==> config.mk <==
export PLATFORM = sky130hd
export DESIGN_NAME = alu_exec_unit
export DESIGN_NICKNAME = d
export VERILOG_FILES = /design/src/rtl/alu_exec_unit.sv
export SDC_FILE = /design/constraint.sdc
export NUM_CORES = 1
export LEC_CHECK = 0
export CAP_MARGIN = 20
export CORE_ASPECT_RATIO = 0.5
export CORE_MARGIN = 2
export CORE_UTILIZATION = 50
export CTS_BUF_LIST = sky130_fd_sc_hd__clkbuf_4
export DETAILED_ROUTE_END_ITERATION = 6
export DONT_BUFFER_PORTS = 1
export PLACE_DENSITY = 0.71
export SLEW_MARGIN = 20
export SYNTH_ARGS = -nofsm -noshare
export SYNTH_HDL_FRONTEND = slang
export SYNTH_SLANG_ARGS = --single-unit
==> constraint.sdc <==
create_clock -name clk -period 7.92 [get_ports clk]
set_input_delay 2.376 -clock clk [delete_from_list [all_inputs] [get_ports clk]]
set_output_delay 2.376 -clock clk [all_outputs]
set_load 0.005 [all_outputs]
==> src/rtl/alu_exec_unit.sv <==
// Execute-stage ALU: single-cycle ADD/SUB/OR/LUI, iterative 1-bit-per-cycle SLL/SRL.
// Define ALU_FAST_SHIFT_EN to replace the iterative shifter with a single-cycle barrel shifter.
module alu_exec_unit #(
    parameter int unsigned DATA_WIDTH  = 32,
    parameter int unsigned SHAMT_WIDTH = 5
) (
    input  logic                   clk,
    input  logic                   reset,
    input  logic                   start_i,
    input  logic [3:0]             alu_operation_i,
    input  logic [DATA_WIDTH-1:0]  a_data_i,
    input  logic [DATA_WIDTH-1:0]  b_data_i,
    input  logic [SHAMT_WIDTH-1:0] shamt_i,
    output logic [DATA_WIDTH-1:0]  result_o,
    output logic                   zero_o,
    output logic                   busy_o,
    output logic                   done_o,
    output logic                   illegal_o
);

    localparam logic [3:0] OpLui = 4'b0000;
    localparam logic [3:0] OpOr  = 4'b0001;
    localparam logic [3:0] OpSll = 4'b0010;
    localparam logic [3:0] OpAdd = 4'b0011;
    localparam logic [3:0] OpSrl = 4'b0100;
    localparam logic [3:0] OpSub = 4'b0101;
    localparam int unsigned HalfWidth = DATA_WIDTH / 2;

    typedef enum logic [1:0] {StIdle, StShift, StDone} state_e;

    state_e                state_q, state_d;
    logic [DATA_WIDTH-1:0] result_q, result_d;
    logic                  zero_q, zero_d;
    logic                  illegal_q, illegal_d;
    logic [DATA_WIDTH-1:0] op_result;
    logic                  op_illegal;
    logic                  op_is_shift;

`ifndef ALU_FAST_SHIFT_EN
    logic [DATA_WIDTH-1:0]  shreg_q, shreg_d, shreg_next;
    logic [SHAMT_WIDTH-1:0] cnt_q, cnt_d;
    logic                   left_q, left_d;
`endif

    // Single-cycle result for the op on the inputs; iterative shifts only use op_is_shift.
    always_comb begin
        op_result   = '0;
        op_illegal  = 1'b0;
        op_is_shift = 1'b0;
        case (alu_operation_i)
            OpLui: op_result = {b_data_i[HalfWidth-1:0], {HalfWidth{1'b0}}};
            OpOr:  op_result = a_data_i | b_data_i;
            OpAdd: op_result = a_data_i + b_data_i;
            OpSub: op_result = a_data_i - b_data_i;
`ifdef ALU_FAST_SHIFT_EN
            OpSll: op_result = b_data_i << shamt_i;
            OpSrl: op_result = b_data_i >> shamt_i;
`else
            OpSll, OpSrl: begin
                op_result   = b_data_i;
                op_is_shift = (shamt_i != '0);
            end
`endif
            default: op_illegal = 1'b1;
        endcase
    end

`ifndef ALU_FAST_SHIFT_EN
    assign shreg_next = left_q ? (shreg_q << 1) : (shreg_q >> 1);
`endif

    always_comb begin
        state_d   = state_q;
        result_d  = result_q;
        zero_d    = zero_q;
        illegal_d = illegal_q;
`ifndef ALU_FAST_SHIFT_EN
        shreg_d   = shreg_q;
        cnt_d     = cnt_q;
        left_d    = left_q;
`endif
        case (state_q)
            StShift: begin
`ifndef ALU_FAST_SHIFT_EN
                shreg_d = shreg_next;
                cnt_d   = cnt_q - SHAMT_WIDTH'(1);
                if (cnt_q == SHAMT_WIDTH'(1)) begin
                    result_d  = shreg_next;
                    zero_d    = (shreg_next == '0);
                    illegal_d = 1'b0;
                    state_d   = StDone;
                end
`else
                state_d = StIdle;
`endif
            end
            default: begin
                state_d = StIdle;
                if (start_i) begin
                    if (op_is_shift) begin
`ifndef ALU_FAST_SHIFT_EN
                        shreg_d = b_data_i;
                        cnt_d   = shamt_i;
                        left_d  = (alu_operation_i == OpSll);
`endif
                        state_d = StShift;
                    end else begin
                        result_d  = op_result;
                        zero_d    = (op_result == '0);
                        illegal_d = op_illegal;
                        state_d   = StDone;
                    end
                end
            end
        endcase
    end

    always_ff @(posedge clk or posedge reset) begin
        if (reset) begin
            state_q   <= StIdle;
            result_q  <= '0;
            zero_q    <= 1'b0;
            illegal_q <= 1'b0;
`ifndef ALU_FAST_SHIFT_EN
            shreg_q   <= '0;
            cnt_q     <= '0;
            left_q    <= 1'b0;
`endif
        end else begin
            state_q   <= state_d;
            result_q  <= result_d;
            zero_q    <= zero_d;
            illegal_q <= illegal_d;
`ifndef ALU_FAST_SHIFT_EN
            shreg_q   <= shreg_d;
            cnt_q     <= cnt_d;
            left_q    <= left_d;
`endif
        end
    end

    always_comb begin
        busy_o    = (state_q == StShift);
        done_o    = (state_q == StDone);
        result_o  = result_q;
        zero_o    = zero_q;
        illegal_o = illegal_q;
    end

endmodule

==> reports/qor.txt <==
Run status -> completed
Post-synth top area cell -> dfrtp_1
Placed cell count -> 1047
CP Data Arrival Time -> 7260 ps
Period utilisation layout -> 87.3%
Vias in the first global route -> 6414
DRC -> 0
Synth-to-Final Area Change -> 2.99%
# resized after CTS -> 0
Hold path cells -> 1
GR Util All Layers -> 33.4%
Final Hold Violating Endpoints -> 0
EDFF count, synth -> 0
TritonRoute pass-1 iters -> 6
Hold Crit Start -> result_o[21]
Top post-synthesis cells by area -> dfrtp_1 26%, a21oi_1 7.0%, ha_1 6.2%
TritonCTS Buffers -> 9
Max Clock Skew -> 13.8 ps
Final Max Slew Viols -> 0
Clock slew at reported path FFs -> 120 ps
Synthesized flop and latch total -> 74
Initial core utilization -> 51.7%
Yosys cell types -> 74
Layout Cells excl Fill -> 1064
# Post-CTS Setup Buffers -> 0
R2R setup slack -> 4620 ps
Die X -> 172 microns
Post-Syn Instances -> 903
Share of cells above drive strength 1 -> 6.43%
TritonCTS clock tree -> done
Die Y -> 88.0 microns
Hold Path Class -> flip-flop to flip-flop
Total power -> 0.00145 W
Cells on worst reg2reg path -> 12
Vias/cell -> 6.67
Ys async rst share -> 100%
Seq/Total Area, Yosys -> 26.2%
Slew of the pin with the lowest slew margin -> 964 ps
Fill count -> 1335
Final WS setup -> 1010 ps
Grt total ovfl -> 0
RSZ-0062 raised after global routing -> false
CTS root buffer -> clkbuf_4
Top-count cell post-synth -> a21oi_1
Required @ worst endpoint -> 8270 ps
Commonest cells in the synthesized netlist -> 99 x a21oi_1, 98 x nand2_1, 83 x nor2_1
Initial drt markers -> 1056
PD cells -> 199 nW/um^2
Path type of the worst setup path -> primary input to flip-flop
Worst r2r src -> state_q[1]
Drt total wl -> 25.2 mm
Max Clk Rate -> 0.145 GHz
Setup TNS -> 0 ps
Worst Setup End Kind -> flip-flop
HPWL after detailed placement -> 19.2 mm
H-tree depth -> 3
Rows -> 30
WL per Instance -> 23.7 microns
VDD IR max -> 0.0781 mV
# hold bufs at CTS -> 0
CTS sink cnt -> 74
Hold Path End -> result_o[21]
Tmin final -> 6910 ps
Placer congestion estimate -> 1.01
Largest net degree at the start of global routing -> 75
Vias -> 7101
Die Area -> 15100 sq um
Most used DFF post-synth -> dfrtp_1
Syn_area_per_cell -> 7.82 sq um
Syn nets -> 1015
Initial antenna violation count -> 0
Lkg Pwr -> 2.94 nW
Worst R2R End -> zero_o
Total core area -> 13700 sq um
Synth top area share -> 26.2%
Post-Synthesis Cell Area -> 7060 sq um
Post-route ant nets -> 0
Max_cap viols -> 0
Clock latency on the worst-skew pair -> 420 ps
Ys Warns -> 0
CP Launch Type -> primary input
# port buffers -> 0
CP Max Fanout -> 7
# setup viols final -> 0
Dpl ws -> 832 ps
Worst-case clock buffer depth -> 2
IO Pins -> 112
Nets -> 978
Global-route wire length before repair -> 37.8 mm
Rel. slew slack -> 35.7%
==> through the flow <==
| step | hold WS [ps] | utilization [%] | cell area (sq um) |
|---|---|---|---|
| 6_report | 530 | 53.2 | 7270 |
| 5_1_grt | 557 | 53.2 | 7270 |
| 4_1_cts | 539 | 53.2 | 7270 |
| 3_5_place_dp | 512 | 52.4 | 7160 |
| 3_3_place_gp | 503 | 52.4 | 7160 |
| 2_1_floorplan | 488 | - | 7060 |
==> cell families after synthesis <==
group                      share of synthesized area (%)
adders and majority gates                           6.49
AOI/OAI and AO/OA                                   28.6
and+or+nand+nor                                     20.1
xor gates and xnor gates                            6.68
muxes                                               7.35
buffers and inverters                               4.63
DFF                                                 26.2
==> area by class of cell <==
| type | instances | area [sq um] | share of cell area (%) |
|---|---|---|---|
| multi-input combinational | 749 | 4910 | 67.5 |
| sequential | 74 | 1850 | 25.5 |
| tap | 192 | 240 | 3.30 |
| inverter | 22 | 82.6 | 1.14 |
| clock buffer | 10 | 75.1 | 1.03 |
| timing repair buffer | 10 | 75.1 | 1.03 |
| clock inverter | 6 | 33.8 | 0.465 |
| antenna | 1 | 2.50 | 0.0344 |
==> how the worst max path moves through the flow <==
stage | cells after the start | endpoint | from | slack, ps
finish | 19 | zero_o | b_data_i[4] | 1010
global route | 19 | zero_o | b_data_i[4] | 640
CTS | 19 | zero_o | b_data_i[4] | 1240
detailed placement | 19 | zero_o | b_data_i[4] | 830
global placement | 19 | zero_o | b_data_i[4] | 880
floorplan | 21 | result_o[31] | b_data_i[4] | 1640
==> power by group <==
group | internal (W) | switching (W) | leakage (nW)
logic | 0.000255 | 0.000346 | 1.99
clock network | 0.0000654 | 0.000139 | 0.0596
registers | 0.000504 | 0.000138 | 0.886
==> state kept, by name, summed over array words and instances, names as in the netlist <==
signal	flops
cnt_q	5
result_o	32
illegal_o	1
state_q	2
left_q	1
zero_o	1
shreg_q	32
==> routing by layer <==
layer  GRT usage [%]  up-vias  share of wire, %
met3            12.6       37                15
met4            6.57        0               1.7
met5               0        -                 0
met2            44.7      439                38
met1            50.4     3371                46
li1                -     3254                 -
==> critical path: stages <==
cell and delay, ps:
nor3_1 240, nand2b_1 150, nor4_1 470, nor2b_1 240, nand3b_1 120, nand2b_1 200
o21ai_0 200, xor2_1 260, ha_1 350, a21oi_1 280, o21ai_0 230, o2111a_1 290
o22a_1 220, and3_1 160, nor3_1 630, o2111ai_1 230, nor4_1 310, nand4_1 120
o21ai_1 180
==> cells in the final DEF (no fill, tap or decap), types with 15 or more instances in the layout <==
cell type and n:
mux2_2 15, a21oi_1 99, o21ai_0 53, inv_1 20
xor2_1 23, nor2b_1 20, nand3_1 15, nor2_1 83
a31oi_1 20, o211ai_1 15, xnor2_1 29, dfrtp_1 74
mux2i_1 35, ha_1 35, o21a_1 16, nand2_1 98
Power figures use the tool's default switching activity.
